`config.mk`:
```
export PLATFORM = sky130hd
export DESIGN_NAME = rle_symbol_serializer_flat
export DESIGN_NICKNAME = d
export VERILOG_FILES = /design/src/rtl/rle_symbol_serializer_if.sv /design/src/rtl/rle_symbol_serializer.sv /design/src/flat_wrapper.sv
export SDC_FILE = /design/constraint.sdc
export NUM_CORES = 1
export LEC_CHECK = 0
export BUFFER_PORTS_ARGS = -buffer_cell sky130_fd_sc_hd__buf_4
export CORE_UTILIZATION = 53
export DETAILED_ROUTE_END_ITERATION = 7
export PLACE_DENSITY = 0.8
export SLEW_MARGIN = 20
export SYNTH_ARGS = -nofsm -noshare
export SYNTH_HDL_FRONTEND = slang
export SYNTH_SLANG_ARGS = --single-unit
```
`constraint.sdc`:
```
create_clock -name clk -period 5.83 [get_ports clk]
set_input_delay 0.2915 -clock clk [delete_from_list [all_inputs] [get_ports clk]]
set_output_delay 0.2915 -clock clk [all_outputs]
set_load 0.02 [all_outputs]
```
`src/rtl/rle_symbol_serializer_if.sv`:
```
// Row and symbol handshakes of the run-length symbol serializer.
// master = row producer / symbol consumer, slave = serializer.
interface rle_symbol_serializer_if #(
    parameter int COEF_W = 8
);
    logic                  in_valid;
    logic                  in_ready;
    logic [8*COEF_W-1:0]   in_coef;
    logic [7:0]            in_en;
    logic [47:0]           in_run;
    logic [5:0]            in_zeros;

    logic                  sym_valid;
    logic                  sym_ready;
    logic [3:0]            sym_run;
    logic [COEF_W-1:0]     sym_coef;
    logic                  sym_zrl;
    logic                  sym_eob;

    modport master (
        output in_valid, in_coef, in_en, in_run, in_zeros, sym_ready,
        input  in_ready, sym_valid, sym_run, sym_coef, sym_zrl, sym_eob
    );

    modport slave (
        input  in_valid, in_coef, in_en, in_run, in_zeros, sym_ready,
        output in_ready, sym_valid, sym_run, sym_coef, sym_zrl, sym_eob
    );
endinterface

```
`src/rtl/rle_symbol_serializer.sv`:
```
// Serializes 8-lane RLE rows into (run, coef) symbols with ZRL splitting,
// end-of-block EOB and the run-carry register feeding the run-length stage.
module rle_symbol_serializer #(
    parameter int COEF_W         = 8,
    parameter int ROWS_PER_BLOCK = 8
) (
    input  logic                     clk,
    input  logic                     rst,
    rle_symbol_serializer_if.slave   bus,
    output logic [5:0]               run_carry
);
    localparam int RC_W = (ROWS_PER_BLOCK > 1) ? $clog2(ROWS_PER_BLOCK) : 1;
    localparam logic [RC_W-1:0] LAST_ROW = RC_W'(ROWS_PER_BLOCK - 1);

    typedef enum logic [1:0] {
        IDLE,
        SCAN,
        EOB
    } state_t;

    state_t              state, state_nx;
    logic [COEF_W-1:0]   coef_q [8];
    logic [5:0]          run_q  [8];
    logic [7:0]          mask_q, mask_nx;
    logic [1:0]          zrl_cnt, zrl_nx;
    logic [5:0]          tz_q;
    logic                last_q;
    logic [RC_W-1:0]     row_cnt;

    logic [2:0]          k;
    logic [5:0]          r;
    logic                accept;

    assign accept = bus.in_valid && bus.in_ready;

    // Lane 0 has priority: scanning from lane 7 down leaves the lowest set lane.
    always_comb begin
        k = 3'd0;
        for (int i = 7; i >= 0; i--) begin
            if (mask_q[i]) k = 3'(i);
        end
    end

    assign r = run_q[k] - {zrl_cnt, 4'b0000};

    always_comb begin
        state_nx      = state;
        mask_nx       = mask_q;
        zrl_nx        = zrl_cnt;
        bus.in_ready  = 1'b0;
        bus.sym_valid = 1'b0;
        bus.sym_run   = 4'd0;
        bus.sym_coef  = '0;
        bus.sym_zrl   = 1'b0;
        bus.sym_eob   = 1'b0;
        unique case (state)
            IDLE: begin
                bus.in_ready = !rst;
                if (bus.in_valid && !rst) state_nx = SCAN;
            end
            SCAN: begin
                if (mask_q == 8'd0) begin
                    state_nx = (last_q && tz_q != 6'd0) ? EOB : IDLE;
                end else if (r >= 6'd16) begin
                    bus.sym_valid = 1'b1;
                    bus.sym_run   = 4'hf;
                    bus.sym_zrl   = 1'b1;
                    if (bus.sym_ready) zrl_nx = zrl_cnt + 2'd1;
                end else begin
                    bus.sym_valid = 1'b1;
                    bus.sym_run   = r[3:0];
                    bus.sym_coef  = coef_q[k];
                    if (bus.sym_ready) begin
                        mask_nx[k] = 1'b0;
                        zrl_nx     = 2'd0;
                    end
                end
            end
            EOB: begin
                bus.sym_valid = 1'b1;
                bus.sym_eob   = 1'b1;
                if (bus.sym_ready) state_nx = IDLE;
            end
            default: state_nx = IDLE;
        endcase
    end

    always_ff @(posedge clk) begin
        if (rst) begin
            state     <= IDLE;
            mask_q    <= 8'd0;
            zrl_cnt   <= 2'd0;
            tz_q      <= 6'd0;
            last_q    <= 1'b0;
            row_cnt   <= '0;
            run_carry <= 6'd0;
        end else begin
            state   <= state_nx;
            mask_q  <= mask_nx;
            zrl_cnt <= zrl_nx;
            if (accept) begin
                for (int i = 0; i < 8; i++) mask_q[i] <= bus.in_en[7-i];
                zrl_cnt <= 2'd0;
                tz_q    <= bus.in_zeros;
                last_q  <= (row_cnt == LAST_ROW);
                // The carry restarts at each block boundary.
                if (row_cnt == LAST_ROW) begin
                    row_cnt   <= '0;
                    run_carry <= 6'd0;
                end else begin
                    row_cnt   <= row_cnt + 1'b1;
                    run_carry <= bus.in_zeros;
                end
            end
        end
    end

    always_ff @(posedge clk) begin
        if (accept) begin
            for (int i = 0; i < 8; i++) begin
                coef_q[i] <= bus.in_coef[(7-i)*COEF_W +: COEF_W];
                run_q[i]  <= bus.in_run[(7-i)*6 +: 6];
            end
        end
    end
endmodule

```
`src/flat_wrapper.sv`:
```
// flat-port wrapper written by rule: the top's interface ports become plain ports
module rle_symbol_serializer_flat 
#(
    parameter int COEF_W         = 8,
    parameter int ROWS_PER_BLOCK = 8
)
  (clk, rst, run_carry, bus_in_valid, bus_in_coef, bus_in_en, bus_in_run, bus_in_zeros, bus_sym_ready, bus_in_ready, bus_sym_valid, bus_sym_run, bus_sym_coef, bus_sym_zrl, bus_sym_eob);
  rle_symbol_serializer_if #(.COEF_W(COEF_W)) bus_i ();
  input  logic clk;
  input  logic rst;
  output logic [5:0] run_carry;
  input wire logic [$bits(bus_i.in_valid)-1:0] bus_in_valid;
  input wire logic [$bits(bus_i.in_coef)-1:0] bus_in_coef;
  input wire logic [$bits(bus_i.in_en)-1:0] bus_in_en;
  input wire logic [$bits(bus_i.in_run)-1:0] bus_in_run;
  input wire logic [$bits(bus_i.in_zeros)-1:0] bus_in_zeros;
  input wire logic [$bits(bus_i.sym_ready)-1:0] bus_sym_ready;
  output wire logic [$bits(bus_i.in_ready)-1:0] bus_in_ready;
  output wire logic [$bits(bus_i.sym_valid)-1:0] bus_sym_valid;
  output wire logic [$bits(bus_i.sym_run)-1:0] bus_sym_run;
  output wire logic [$bits(bus_i.sym_coef)-1:0] bus_sym_coef;
  output wire logic [$bits(bus_i.sym_zrl)-1:0] bus_sym_zrl;
  output wire logic [$bits(bus_i.sym_eob)-1:0] bus_sym_eob;
  assign bus_i.in_valid = bus_in_valid;
  assign bus_i.in_coef = bus_in_coef;
  assign bus_i.in_en = bus_in_en;
  assign bus_i.in_run = bus_in_run;
  assign bus_i.in_zeros = bus_in_zeros;
  assign bus_i.sym_ready = bus_sym_ready;
  assign bus_in_ready = bus_i.in_ready;
  assign bus_sym_valid = bus_i.sym_valid;
  assign bus_sym_run = bus_i.sym_run;
  assign bus_sym_coef = bus_i.sym_coef;
  assign bus_sym_zrl = bus_i.sym_zrl;
  assign bus_sym_eob = bus_i.sym_eob;
  rle_symbol_serializer #(.COEF_W(COEF_W), .ROWS_PER_BLOCK(ROWS_PER_BLOCK)) u_core (.clk(clk), .rst(rst), .bus(bus_i), .run_carry(run_carry));
endmodule
```
==> out/qor.yml <==
required_ns: 5.54
dp.cells: 725
cts_buffers: 17
arrival_ns: 4.35
htree_levels: 4
period_share_pct: 79.6
critPathKind: "flip-flop to output pin"
syn_inst: 454
setup_violations: 0
drive_gt1_share_pct: 27.0
drt_iter0_drc: 376
drt-total-wl_mm: 19.2
wl_per_cell_um: 21.9
nets: 861
antenna_found_initial: 0
run_status: "completed"
cts.sinks: 140
final_cell_count_no_fill: 875
post_cts_buffers: 0
core_area_um2: 10500
crit_path_end_kind: "output pin"
ios: 152
ant_nets: 0
synth.ff_latch_count: 140
grt.overflow.total: 0
hold_class: "primary input to flip-flop"
tns_ns: 0
period_needed_ns: 4.64
synth.distinct_cells: 55
io_buffers: 151
synth_edf_count: 112
nFillCells: 489
fmax_mhz: 216
path_clk_slew_ns: 0.06
timing.slew.headroom_pct: 27.0
root_buffer: "clkbuf_8"
grt_pass1_vias: 5422
dr.pass1.iters: 5
async_flop_share_pct: 0
timing_worst_slew_pin_value_ns: 1.09
syn_avg_cell_area_um2: 12.8
synth_nets: 589
yosysWarningCount: 0
synthesis.area_um2: 5820
place_hpwl_mm: 9.69
gp_congestion: 0.909
cp_max_fo: 25
fin_skew_ns: 0.00939
hold_viol_final: 0
cap_violations: 0
grt_max_degree: 57
cts_tree: "done"
final_cell_mix: "buf_4 (155), dlygate4sd3_1 (118), edfxtp_1 (112), nand2_1 (82), dfxtp_1 (28)"
start_kind: "flip-flop"
power_density_nw_per_um2: 305
dieWidth_um: 107
maxSlewViolCount: 0
ys.flop_type: "edfxtp_1"
rsz0062_at_grt: "no"
vias: 5156
regArea_um2: 3920
drcViolationCount: 0
initial_core_util_pct: 55.4
dieArea_um2: 11400
num_rows: 37
final_util_pct: 84.2
die_height_um: 107
ir_worst_vdd_mv: 0.204
multi_input_area_um2: 1800
final_common_cell: "buf_4"
grt_pass1_wl_mm: 29.0
ys_seq_area_share_pct: 67.4
insertion_delay_ns: 0.53
clockBufferDepth: 2
syn2layout_area_growth_pct: 52.0
track_usage_pct: 34.9
p_leak_nw: 3.47
vias_per_cell: 5.89
-- per-layer routing --
layer	track usage, %	vias up	routed length [um]
met3	9.85	73	1820
met4	19.4	0	865
met1	38.6	2408	6780
li1	-	2270	-
met5	0	-	0
met2	60.5	405	9690
-- path summary, 6_finish.rpt --
kind | startpoint | endpoint | slack (ns) | cells past startpoint
setup / recovery | u_core.mask_q[2] | bus_sym_run[0] | 1.19 | 9
setup reg to reg | u_core.mask_q[2] | u_core.mask_q[5] | 2.13 | 8
hold / removal | bus_in_en[3] | u_core.mask_q[4] | 0.12 | 3
hold reg to reg | u_core.last_q | u_core.last_q | 0.46 | 2
-- kinds of logic (layout without fill, tap and decap cells) --
| kind of cell | count (synthesis) | in the layout | share of synthesized area (%) |
|---|---|---|---|
| AOI/OAI and AO/OA | 95 | 95 | 12.6 |
| xor gates and xnor gates | 1 | 1 | 0.150 |
| adders and majority gates | 5 | 5 | 1.07 |
| buffers and inverters | 32 | 316 | 2.17 |
| DFF | 140 | 140 | 67.4 |
| muxes | 21 | 21 | 3.61 |
| other | 0 | 1 | 0 |
| and+or+nand+nor | 160 | 160 | 13.0 |
-- where the power goes --
group          leakage [nW]  internal [mW]  total (mW)  switching, mW
Sequential             1.27           1.14        1.17         0.0288
Combinational          1.94          0.213       0.486          0.273
Clock                 0.265          0.612        1.05          0.437
-- stage by stage --
| stage | cell area, um^2 | setup slack (ns) | power [mW] | hold WS (ns) |
|---|---|---|---|---|
| final | 8850 | 1.19 | 2.70 | 0.117 |
| after global routing | 8850 | 1.01 | 2.77 | 0.106 |
| after CTS | 8840 | 1.30 | 2.66 | 0.0826 |
| after detailed placement | 7100 | 1.86 | 1.57 | 0.454 |
| after global placement | 7100 | 1.99 | 1.56 | 0.442 |
| after floorplan | 5820 | 0.828 | 1.41 | 0.390 |
-- what timing repair did --
item / CTS / global route
setup endpoints to repair: 0 / 0
hold buffers: 118 / 0
gates resized for setup: 0 / 0
hold endpoints to repair: 124 / 0
-- Yosys cell counts, types with 6 or more instances --
master | number | area share [%]
dfxtp_1 | 28 | 9.6
a211oi_1 | 6 | 0.77
o21ai_0 | 14 | 1.2
nand2_1 | 82 | 5.3
a32oi_1 | 14 | 2.1
nand3_1 | 10 | 0.86
and3_1 | 8 | 0.86
mux2i_1 | 21 | 3.6
a21oi_1 | 12 | 1.0
o22ai_1 | 9 | 0.97
nand2b_1 | 9 | 0.97
nand3b_1 | 13 | 1.7
edfxtp_1 | 112 | 58
nor2_1 | 17 | 1.1
inv_1 | 11 | 0.71
clkbuf_1 | 15 | 0.97
-- layout make-up --
class / instances / area share, %
flip-flops and latches: 140 / 44.3
repair buffers: 273 / 26.5
multi-input cells: 282 / 20.3
clock buffers: 19 / 4.76
well taps: 136 / 1.92
clock inverters: 12 / 1.58
inverters: 12 / 0.537
diodes: 1 / 0.0283
-- registers in the layout, summed over array words and instances, names as in the netlist --
signal / flops
u_core.coef_q: 64
u_core.last_q: 1
u_core.mask_q: 8
u_core.row_cnt: 3
u_core.run_carry: 6
u_core.run_q: 48
u_core.state: 2
u_core.tz_q: 6
u_core.zrl_cnt: 2
-- critical path, stage by stage (launching register included) --
cell	delay [ns]
dfxtp_1	0.61
inv_1	0.21
a21oi_1	0.46
a21o_1	0.18
buf_4	0.28
a211oi_1	0.18
or4_4	0.54
a211oi_2	0.85
o21ai_0	0.28
buf_4	0.23
Note: power is estimated with default switching activity, not from simulation.
